===== src/rtl/seq_det_pkg.sv =====
// Shared constants for the 1101 sequencing controller and its detector core.
// No logic; detector states are one-hot, controller states binary.
// Pattern bits are listed MSB-first, in the order they arrive on the serial line.
package seq_det_pkg;

    typedef logic [4:0] det_state_t;

    localparam det_state_t DET_S0 = 5'b00001;
    localparam det_state_t DET_S1 = 5'b00010;
    localparam det_state_t DET_S2 = 5'b00100;
    localparam det_state_t DET_S3 = 5'b01000;
    localparam det_state_t DET_S4 = 5'b10000;

    typedef enum logic [1:0] {
        CTRL_IDLE = 2'd0,
        CTRL_RUN  = 2'd1,
        CTRL_DONE = 2'd2
    } ctrl_state_t;

    localparam logic [3:0] PATTERN = 4'b1101;

endpackage


===== src/rtl/det_1101_core.sv =====
// Moore 1101 detector; z is registered state S4, hit is next-state==S4 qualified by en.
// Latency: one bit per en cycle, no backpressure. SEQ_DET_OVERLAP_EN lets a match's trailing 1 seed the next.
module det_1101_core
    import seq_det_pkg::*;
(
    input  logic clk,
    input  logic rst,
    input  logic clr,
    input  logic en,
    input  logic x,
    output logic z,
    output logic hit
);

    det_state_t state;
    det_state_t nxt;

    always_ff @(posedge clk or posedge rst) begin
        if (rst) begin
            state <= DET_S0;
        end else if (clr) begin
            state <= DET_S0;
        end else if (en) begin
            state <= nxt;
        end
    end

    always_comb begin
        nxt = DET_S0;
        case (state)
            DET_S0: nxt = (x == PATTERN[3]) ? DET_S1 : DET_S0;
            DET_S1: nxt = (x == PATTERN[2]) ? DET_S2 : DET_S0;
            // a repeated 1 still leaves "11" as a valid prefix
            DET_S2: nxt = (x == PATTERN[1]) ? DET_S3 : DET_S2;
            DET_S3: nxt = (x == PATTERN[0]) ? DET_S4 : DET_S0;
`ifdef SEQ_DET_OVERLAP_EN
            DET_S4: nxt = x ? DET_S2 : DET_S0;
`else
            DET_S4: nxt = x ? DET_S1 : DET_S0;
`endif
            default: nxt = DET_S0;
        endcase
    end

    always_comb begin
        z   = (state == DET_S4);
        hit = en && (nxt == DET_S4);
    end

endmodule


===== src/rtl/seq_det_ctrl.sv =====
// Serialises a latched word MSB-first into the 1101 detector and records match positions/count.
// Latency: one bit per TICK_DIV cycles (auto) or per step pulse (manual); start ignored unless IDLE.
// No downstream backpressure; done is a one-cycle pulse after the last bit.
module seq_det_ctrl
    import seq_det_pkg::*;
#(
    parameter int WIDTH    = 8,
    parameter int TICK_DIV = 1
) (
    input  logic                       clk,
    input  logic                       rst,
    input  logic                       start,
    input  logic [WIDTH-1:0]           data,
    input  logic                       manual,
    input  logic                       step,
    output logic                       busy,
    output logic                       done,
    output logic                       serial_bit,
    output logic                       z,
    output logic [$clog2(WIDTH):0]     match_cnt,
    output logic [WIDTH-1:0]           match_mask
);

    localparam int CW = $clog2(WIDTH) + 1;
    localparam int DW = (TICK_DIV > 1) ? $clog2(TICK_DIV) : 1;

    ctrl_state_t      state;
    ctrl_state_t      nxt;
    logic [WIDTH-1:0] shreg;
    logic [CW-1:0]    bit_cnt;
    logic [DW-1:0]    div;
    logic             accept;
    logic             bit_evt;
    logic             last_evt;
    logic             hit;
    logic [WIDTH-1:0] hit_bit;

    assign accept     = (state == CTRL_IDLE) && start;
    assign bit_evt    = (state == CTRL_RUN) && (manual ? step : (div == DW'(TICK_DIV - 1)));
    assign last_evt   = bit_evt && (bit_cnt == CW'(WIDTH - 1));
    assign serial_bit = shreg[WIDTH-1];
    // event k lands on mask bit WIDTH-1-k
    assign hit_bit    = {1'b1, {(WIDTH-1){1'b0}}} >> bit_cnt;

    always_ff @(posedge clk or posedge rst) begin
        if (rst) begin
            state <= CTRL_IDLE;
        end else begin
            state <= nxt;
        end
    end

    always_comb begin
        nxt = state;
        case (state)
            CTRL_IDLE: if (start) nxt = CTRL_RUN;
            CTRL_RUN:  if (last_evt) nxt = CTRL_DONE;
            CTRL_DONE: nxt = CTRL_IDLE;
            default:   nxt = CTRL_IDLE;
        endcase
    end

    always_comb begin
        busy = (state == CTRL_RUN);
        done = (state == CTRL_DONE);
    end

    always_ff @(posedge clk or posedge rst) begin
        if (rst) begin
            shreg      <= '0;
            bit_cnt    <= '0;
            div        <= '0;
            match_cnt  <= '0;
            match_mask <= '0;
        end else if (accept) begin
            shreg      <= data;
            bit_cnt    <= '0;
            div        <= '0;
            match_cnt  <= '0;
            match_mask <= '0;
        end else if (state == CTRL_RUN) begin
            // manual mode parks the divider so auto mode restarts a full period
            if (manual || bit_evt) begin
                div <= '0;
            end else begin
                div <= div + DW'(1);
            end
            if (bit_evt) begin
                shreg   <= {shreg[WIDTH-2:0], 1'b0};
                bit_cnt <= bit_cnt + CW'(1);
            end
            if (hit) begin
                match_cnt  <= match_cnt + CW'(1);
                match_mask <= match_mask | hit_bit;
            end
        end
    end

    det_1101_core u_det (
        .clk (clk),
        .rst (rst),
        .clr (accept),
        .en  (bit_evt),
        .x   (shreg[WIDTH-1]),
        .z   (z),
        .hit (hit)
    );

endmodule


===== config.mk =====
export PLATFORM = sky130hd
export DESIGN_NAME = seq_det_ctrl
export DESIGN_NICKNAME = d
export VERILOG_FILES = /design/src/rtl/seq_det_pkg.sv /design/src/rtl/det_1101_core.sv /design/src/rtl/seq_det_ctrl.sv
export SDC_FILE = /design/constraint.sdc
export NUM_CORES = 1
export LEC_CHECK = 0
export ABC_AREA = 1
export CORE_MARGIN = 2
export CORE_UTILIZATION = 35
export CTS_BUF_LIST = sky130_fd_sc_hd__clkbuf_4 sky130_fd_sc_hd__clkbuf_8 sky130_fd_sc_hd__clkbuf_16
export DETAILED_ROUTE_END_ITERATION = 8
export PLACE_DENSITY = 0.65
export SLEW_MARGIN = 20
export SYNTH_ARGS = -nofsm -noshare
export SYNTH_HDL_FRONTEND = slang
export SYNTH_SLANG_ARGS = --single-unit

===== constraint.sdc =====
create_clock -name clk -period 2.8 [get_ports clk]
set_input_delay 0.7 -clock clk [delete_from_list [all_inputs] [get_ports clk]]
set_output_delay 0.7 -clock clk [all_outputs]
set_load 0.01 [all_outputs]

== Word level (Yosys, flattened, before mapping) ==
Index checks and enable logic that the tools add are counted.
Cells by class
  $add $sub $neg: 3
  equality and inequality tests: 11
  shift operators: 1
  reductions and logical operators: 13
  bitwise gates (word level): 2
  muxes and demuxes: 26
Operator list (number)
  $mux 8: 6
  $mux 4: 7
  $pmux 5 s4: 1
  $mux 5: 3
  $eq 5x5->1 const B: 2
  $add 4x1->4 const B: 2
  $or 8x8->8: 1
  $shr 8x4->8 const A: 1
  $mux 2: 3
  $reduce_and 2->1: 3
  $reduce_bool 2->1: 3
  $eq 5x1->1 const B: 1
  $eq 5x2->1 const B: 1
  $eq 5x3->1 const B: 1
  $eq 5x4->1 const B: 1
  $eq 4x3->1 const B: 1
  $logic_and 1x1->1: 4
  $mux 1: 4
  $pmux 2 s2: 1
  $mux 3: 1
  $eq 2x1->1 const B: 1
  $eq 2x2->1 const B: 1
  $logic_not 2->1: 1
  $ne 2x1->1 const B: 1
  5 further kinds: 5
Word-level totals
  bits in registers: 32
  output and inout port bits: 16
  input port bits: 13

== Depth between registers and ports, before layout ==
Gate-level depths: netlist of run 1.
  word-level depth: 8
  mapped depth: 9
  depth with buffers taken out: 9

== Cells and area by module ==
Synthesis of run 1 repeated with hierarchy kept, for this count alone.
Unflattened totals
  cells, all modules: 240
  area total of the unflattened synthesis: 1801.7 um2
By module, submodules not included
  seq_det_ctrl: sequential area each 675.6 um2, area each 1447.6 um2, cells each 184, instances 1
  det_1101_core: sequential area each 126.4 um2, area each 354.1 um2, cells each 56, instances 1

== Worst setup path before layout of run 1 ==
No wires, ideal clock.
  kind: input -> register
  from: in step
  to: reg match_mask[2]
  data required time: 2.681 ns
  buffers on the path: 1
  data arrival time: 1.396 ns
  cell stages on the path: 9
  path slack: 1.286 ns
  cells stage by stage: inv_1 nand2_1 nand3_4 clkinv_2 nand3_4 inv_2 buf_6 nand3_1 o21ai_2
On the way
  word-level cells in the longest chain between the ends: 5
Ends and longest elaborated chain
  from (decl): line seq_det_ctrl.sv:15  | input logic step,
  $mux 1: line seq_det_ctrl.sv:39  | assign bit_evt = (state == CTRL_RUN) && (manual ? step : (div == DW'(TICK_DIV - 1)));
  $logic_and 1x1->1: line seq_det_ctrl.sv:39
  $logic_and 1x1->1: line det_1101_core.sv:47  | hit = en && (nxt == DET_S4);
  $reduce_bool 2->1 (no line)
  $reduce_and 2->1 (no line)
  to (signal assigned): line seq_det_ctrl.sv:94  | match_mask <= match_mask | hit_bit;
  to (decl): line seq_det_ctrl.sv:21  | output logic [WIDTH-1:0] match_mask
No other way between the ends.
A chain may end at the register's enable or synchronous reset.

== Worst setup path after layout of run 1 ==
  from: reg u_det.state[3]
  to: out z
On the way
  word-level cells in the longest chain between the ends: 1
Ends and longest elaborated chain
  from (decl): line det_1101_core.sv:15  | det_state_t state;
  from (signal assigned): line det_1101_core.sv:24  | state <= nxt;
  $eq 5x5->1: line det_1101_core.sv:46  | z = (state == DET_S4);
  to (decl): line seq_det_ctrl.sv:19  | output logic z,
No other way between the ends.

==> flow_summary.rst, run 1 <==
.. list-table::
   :header-rows: 1

   * - Metric
     - Value
   * - Number of max-cap violations
     - 0
   * - Min-Delay Startpoint
     - bit_cnt[3]
   * - Total number of vias
     - 1292
   * - Overall routed net length
     - 3.100 mm
   * - Worst-skew pair later-pin latency
     - 0.28 ns
   * - Clock tree from TritonCTS
     - done
   * - Share of the cycle needed by the critical path after routing
     - 82.04%
   * - Initial detailed-routing violation count
     - 52
   * - Unrepaired setup endpoints after global routing
     - no
   * - Number of buffers inserted by port buffering
     - 28
   * - Gpl congestion
     - 0.7670
   * - Power Dens Cells
     - 761.6 nW/um^2
   * - Worst endpoint required time
     - 2.10 ns
   * - Signed area change from the synthesized netlist to the final layout
     - 25.82%
   * - Clock tree root buffer cell
     - sky130_fd_sc_hd__clkbuf_8
   * - Setup crit start
     - u_det.state[3]
   * - Post-synthesis cell type with the largest combined area
     - sky130_fd_sc_hd__dfrtp_1
   * - Die outline area
     - 5391 um^2
   * - Clock sink count
     - 32
   * - Total routed wire length on the met1 layer
     - 1.533 mm
   * - Fraction of post-synthesis cell area in the top cell type by area
     - 45.99%
   * - Total clock buffers created by CTS
     - 5
   * - Clock Skew
     - 0.004732 ns
   * - Quantity of hold-fixing buffers added after cts
     - 0
   * - Antenna-violating nets left
     - 0
   * - Wire length of the first global-routing pass
     - 5.278 mm
   * - Number of hold-slack violations in the final timing report
     - 0
   * - First-pass detailed-route iteration total
     - 4
   * - Routed wirelength normalized by instance count
     - 11.03 um
   * - Clock-pin transition on the worst setup and hold timing paths
     - 0.07 ns
   * - Arr. time, crit path
     - 1.60 ns
   * - Crit path time final
     - 2.297 ns
   * - Post-Syn Area per Cell
     - 8.694 um^2
   * - Accumulated negative setup slack
     - 0 ns
   * - Total number of yosys warnings
     - 0
   * - I/O pin cnt
     - 29
   * - Standard-cell row count
     - 25
   * - Crit. End Element
     - primary output
   * - Tightest hold margin
     - 0.4637 ns
   * - Crit-path max FO
     - 4
   * - Total design power
     - 1.616 mW
   * - Global route total overflow
     - 0
   * - Number of storage elements in the synthesis netlist
     - 32
   * - R2R cell count
     - 6
   * - Floorplan die width
     - 73.42 um
   * - Pin count of the biggest net entering global routing
     - 33
   * - Deepest level of the CTS H-tree
     - 2
   * - Initial Utilization
     - 35.95%
   * - Leak Pwr
     - 1.011 nW
   * - Final Setup Violations
     - 0
   * - Run status
     - completed
   * - Startpoint of the worst register-to-register path
     - state[1]
   * - Vias in the first global route
     - 1172
   * - Relative max-transition margin
     - 69.09%
   * - Max layer used
     - met4
   * - Synth Net Count
     - 214
   * - Worst supply voltage drop on vdd
     - 0.4649 mV
   * - Sequential element share of the synthesized area
     - 47.55%
   * - Post-synthesis cell area
     - 1687 um^2
   * - Antenna violations before repair
     - 0
   * - Via/cell ratio
     - 4.598
   * - Standard cell core area
     - 4692 um^2
   * - Worst R2R End
     - u_det.state[1]
   * - DIE HEIGHT
     - 73.42 um
   * - Path type of the worst setup path
     - reg -> out
   * - Final count of pins violating max slew
     - 0
   * - Net total in the final layout
     - 246
   * - Number of design rule violations left after detail routing
     - 0
   * - Final HPWL from detailed placement
     - 2.255 mm
   * - Post-synthesis cell count
     - 194
   * - End of the critical path
     - z
   * - Cell types occupying the most area after synthesis
     - sky130_fd_sc_hd__dfrtp_1 46%, sky130_fd_sc_hd__nand2_1 8.7%, sky130_fd_sc_hd__inv_1 7.3%
   * - Antenna cells
     - 0
   * - Buffers from clock root to sink, at most
     - 2
   * - Share of post-route cells with drive strength above 1
     - 12.33%
   * - GRT Total Usage
     - 12.89%
   * - Setup slack of the most critical reg-to-reg path
     - 1.21 ns
   * - Number of buffers added for setup after CTS
     - 0
   * - Post-CTS sizing
     - 0
   * - Post-synthesis cell type count
     - 27
   * - Min-Delay Path Class
     - reg -> reg
   * - Sort of element at the start of the critical path
     - flip-flop
   * - Met2 WL
     - 1.432 mm
   * - Fmax
     - 435.3 MHz
   * - Actual slew at the worst max-slew pin
     - 0.4625 ns
   * - Routed wl met3
     - 119 um
## metrics by stage
stage / utilization (%) / area [um^2] / cells / setup WS [ns]
finish: 45.23 / 2122 / 281 / 0.5030
detailed placement: 42.85 / 2011 / 273 / 0.4993
floorplan: - / 1687 / 194 / 1.286
global placement: 42.85 / 2011 / 273 / 0.5816
global route: 45.23 / 2122 / 281 / 0.3958
CTS: 45.23 / 2122 / 281 / 0.4785
## final cells by class
type	count	area, um^2
sequential	32	802.0
tap	54	67.56
clock inverter	2	35.03
multi-input combinational	120	705.7
clock buffer	6	76.32
inverter	37	140.1
fill	501	2570
timing repair buffer	30	295.3
## cell families (layout without fill, tap and decap cells)
| family | count (synthesis) | count (layout) | share of synthesized area [%] |
|---|---|---|---|
| buf+inv | 42 | 75 | 10.61 |
| xor+xnor | 2 | 2 | 1.039 |
| simple gates | 76 | 76 | 21.51 |
| flops | 32 | 32 | 47.55 |
| compound gates | 35 | 35 | 14.10 |
| fa+ha+maj | 7 | 7 | 5.193 |
## critical path, stage by stage, from the launching register on
cell                              delay [ns]
sky130_fd_sc_hd__dfrtp_1                0.41
sky130_fd_sc_hd__nor2_1                 0.18
sky130_fd_sc_hd__nand2_1                0.09
sky130_fd_sc_hd__nor2_1                 0.09
sky130_fd_sc_hd__clkdlybuf4s50_1        0.54
## power breakdown
group | total, mW | switching, mW | internal, mW
combinational | 0.536 | 0.335 | 0.201
sequential | 0.641 | 0.0743 | 0.566
clock | 0.440 | 0.166 | 0.273
total | 1.62 | 0.575 | 1.04
## worst min path at each step
stage | cells past startpoint | endpoint | slack [ns]
after detailed placement | 1 | bit_cnt[3] | 0.45
final | 1 | bit_cnt[3] | 0.46
after global placement | 1 | bit_cnt[3] | 0.45
after floorplan | 1 | bit_cnt[3] | 0.43
after CTS | 1 | bit_cnt[3] | 0.46
after global routing | 1 | bit_cnt[3] | 0.48
## registers in the layout, indices dropped and copies added (netlist names)
name         flops
shreg            8
match_mask       8
u_det.state      5
div              1
match_cnt        4
bit_cnt          4
state            2
## per-layer routing
metal | track usage [%] | vias to the layer above
met5 | 0 | -
met4 | 4.848 | 0
met3 | 3.704 | 3
met2 | 20.22 | 23
met1 | 16.90 | 577
li1 | - | 689
## placed cells by master, fill, tap and decap left out, drive strengths merged, types with 3 or more instances in the layout
master,n
clkdlybuf4s50,28
ha,7
nand2,40
nand3,21
o21ai,23
o221ai,7
clkinv,3
dfrtp,31
nor2,14
inv,35
clkbuf,6
## cell usage after synthesis
| cell type | count |
|---|---|
| sky130_fd_sc_hd__inv_1 | 33 |
| sky130_fd_sc_hd__nor2_4 | 1 |
| sky130_fd_sc_hd__o21ai_2 | 8 |
| sky130_fd_sc_hd__clkbuf_1 | 1 |
| sky130_fd_sc_hd__o221ai_1 | 7 |
| sky130_fd_sc_hd__buf_4 | 1 |
| sky130_fd_sc_hd__dfstp_2 | 1 |
| sky130_fd_sc_hd__inv_2 | 2 |
| sky130_fd_sc_hd__dfrtp_1 | 31 |
| sky130_fd_sc_hd__nand3_4 | 2 |
| sky130_fd_sc_hd__ha_1 | 7 |
| sky130_fd_sc_hd__a21oi_1 | 2 |
| sky130_fd_sc_hd__nor2_1 | 12 |
| sky130_fd_sc_hd__nor2_2 | 1 |
| sky130_fd_sc_hd__o21ai_0 | 15 |
| sky130_fd_sc_hd__buf_2 | 1 |
| sky130_fd_sc_hd__nand2_1 | 39 |
| sky130_fd_sc_hd__nor3b_1 | 1 |
| sky130_fd_sc_hd__nand3_1 | 18 |
| sky130_fd_sc_hd__clkinv_2 | 1 |
| sky130_fd_sc_hd__nand3_2 | 1 |
| sky130_fd_sc_hd__clkinv_1 | 1 |
| sky130_fd_sc_hd__xor2_1 | 2 |
| sky130_fd_sc_hd__o22ai_1 | 1 |
| sky130_fd_sc_hd__buf_6 | 2 |
| sky130_fd_sc_hd__o31ai_1 | 2 |
| sky130_fd_sc_hd__nand2_4 | 1 |
Power figures use the tool's default switching activity.
==> inputs of run 2 (changes only) <==
==> constraint.sdc (replaced) <==
create_clock -name clk -period 2.36 [get_ports clk]
set_input_delay 0.59 -clock clk [delete_from_list [all_inputs] [get_ports clk]]
set_output_delay 0.59 -clock clk [all_outputs]
set_load 0.01 [all_outputs]
==> run 2 against run 1 <==
Effect of this change:
- cell count up 0.71%
- non-clock buffer count increased by 2
- sequential power grew 18%
- setup slack worse by 0.34 ns
- clock power rose by 20%
- register-to-register slack lost 0.29 ns
- hold slack barely moved
- combinational power is 23% higher
- utilization is 0.32 points higher
- sequential share of layout area decreased by 0.27 points
- flip-flop and latch count did not move
- largest cell class unchanged
- highest routed layer unchanged
==> flow_summary.rst, run 2 (synthesized netlist as in run 1, its figures left out) <==
.. list-table::
   :header-rows: 1

   * - Metric
     - Value
   * - First-pass detailed-route iteration total
     - 4
   * - Total clock buffers created by CTS
     - 5
   * - Buffers from clock root to sink, at most
     - 2
   * - Clock sink count
     - 32
   * - Initial detailed-routing violation count
     - 54
   * - Register area
     - 802.0 um^2
   * - Relative max-transition margin
     - 73.35%
   * - Deepest level of the CTS H-tree
     - 2
   * - Unrepaired setup endpoints after global routing
     - no
   * - Setup Slack @ Placement
     - 0.3749 ns
   * - Die outline area
     - 5391 um^2
   * - Quantity of hold-fixing buffers added after cts
     - 0
   * - Post-route insts no fill
     - 283
   * - Fill cell count
     - 478
   * - Final Setup Violations
     - 0
   * - Standard cell core area
     - 4692 um^2
   * - Wire length of the first global-routing pass
     - 5.478 mm
   * - Run status
     - completed
   * - Antenna cells
     - 0
   * - Gpl congestion
     - 0.8065
   * - Min-Delay Startpoint
     - bit_cnt[3]
   * - Number of buffers inserted by port buffering
     - 28
   * - I/O pin cnt
     - 29
   * - Area of all placed cells without fillers
     - 2137 um^2
   * - Total number of vias
     - 1333
   * - Path type of the worst setup path
     - reg -> out
   * - Crit path time final
     - 2.194 ns
   * - Global route total overflow
     - 0
   * - Share of the cycle needed by the critical path after routing
     - 92.98%
   * - Initial Utilization
     - 35.95%
   * - Worst-skew pair later-pin latency
     - 0.29 ns
   * - Power Dens Cells
     - 909.9 nW/um^2
   * - Via/cell ratio
     - 4.710
   * - Antenna-violating nets left
     - 0
   * - DIE HEIGHT
     - 73.42 um
   * - Worst endpoint required time
     - 1.77 ns
   * - Clock tree from TritonCTS
     - done
   * - Most frequent cells in the layout
     - 39 x sky130_fd_sc_hd__nand2_1, 33 x sky130_fd_sc_hd__inv_1, 31 x sky130_fd_sc_hd__dfrtp_1
   * - Worst supply voltage drop on vdd
     - 0.5411 mV
   * - Final HPWL from detailed placement
     - 2.269 mm
   * - Setup crit start
     - u_det.state[3]
   * - Post-CTS sizing
     - 0
   * - Leak Pwr
     - 1.020 nW
   * - Worst Slack Setup Final
     - 0.1656 ns
   * - Crit. End Element
     - primary output
   * - Number of buffers added for setup after CTS
     - 0
   * - Accumulated negative setup slack
     - 0 ns
   * - Overall routed net length
     - 3.097 mm
   * - Actual slew at the worst max-slew pin
     - 0.3997 ns
   * - Clock tree root buffer cell
     - sky130_fd_sc_hd__clkbuf_8
   * - Multi-input combinational cell area
     - 705.7 um^2
   * - Number of stages on the worst hold path
     - 1
   * - Antenna violations before repair
     - 0
   * - Floorplan die width
     - 73.42 um
   * - Number of max-cap violations
     - 0
   * - Min-Delay Path Class
     - reg -> reg
   * - Placement-stage cell area
     - 2026 um^2
   * - Net total in the final layout
     - 248
   * - Vias in the first global route
     - 1232
   * - GRT Total Usage
     - 13.16%
   * - Sort of element at the start of the critical path
     - flip-flop
   * - Number of placed instances, taps included
     - 275
   * - Routed wirelength normalized by instance count
     - 10.94 um
   * - Number of hold-slack violations in the final timing report
     - 0
   * - Leading registers by flop count
     - match_mask (8), shreg (8), u_det.state (5)
   * - Clock-pin transition on the worst setup and hold timing paths
     - 0.07 ns
   * - Signed area change from the synthesized netlist to the final layout
     - 26.71%
   * - Share of post-route cells with drive strength above 1
     - 13.10%
   * - Pin count of the biggest net entering global routing
     - 33
   * - R2R cell count
     - 7
   * - Fmax
     - 455.7 MHz
   * - Most common library cell in the layout ignoring fill and taps
     - sky130_fd_sc_hd__nand2_1
   * - Startpoint of the worst register-to-register path
     - u_det.state[1]
   * - Crit-path max FO
     - 4
   * - Final count of pins violating max slew
     - 0
   * - Number of design rule violations left after detail routing
     - 0
   * - Clock Skew
     - 0.01193 ns
   * - Standard-cell row count
     - 25
   * - Arr. time, crit path
     - 1.60 ns
-- run 2: cell types whose count changed in the layout (fill, tap and decap cells not counted), sizes merged --
cell,change
buf,+2
-- run 2: power breakdown --
part	switching (mW)	leakage, nW	internal [mW]	total, mW
combinational	0.401	0.537	0.256	0.657
sequential	0.0867	0.425	0.672	0.758
clock	0.204	0.0586	0.325	0.529
total	0.692	1.02	1.25	1.94
-- run 2: final cells by class --
class                      count  area share (%)
inverter                      37           6.557
tap                           54           3.162
multi-input combinational    120           33.02
timing repair buffer          32           14.52
clock buffer                   6           3.571
clock inverter                 2           1.639
sequential                    32           37.53
-- run 2: path summary, 6_finish.rpt --
path	to	slack, ns
setup / recovery	z	0.17
hold / removal	bit_cnt[3]	0.46
setup reg to reg	match_mask[3]	0.92
hold reg to reg	bit_cnt[3]	0.46
max in group asynchronous	u_det.state[0]	1.35
min in group asynchronous	match_mask[4]	0.69
-- run 2: per-layer routing --
layer  routed length [um]  track usage (%)  vias to the layer above
met5                    0                0                        -
met4                   41            4.848                        0
met3                  105            3.704                        7
met2                 1476            20.42                       21
met1                 1474            17.51                      607
li1                     -                -                      698
-- run 2: through the flow --
step	hold WS (ns)	util (%)	power, mW
after floorplan	0.4327	-	1.241
after global placement	0.4514	43.17	1.424
after detailed placement	0.4506	43.17	1.433
after CTS	0.4606	45.55	1.971
after global routing	0.4845	45.55	2.110
final	0.4642	45.55	1.944
-- run 2: critical path, stage by stage, from the launching register on --
cell and delay [ns]:
sky130_fd_sc_hd__dfrtp_1 0.41, sky130_fd_sc_hd__nor2_1 0.17, sky130_fd_sc_hd__nand2_1 0.10, sky130_fd_sc_hd__nor2_1 0.10
sky130_fd_sc_hd__clkdlybuf4s50_1 0.54
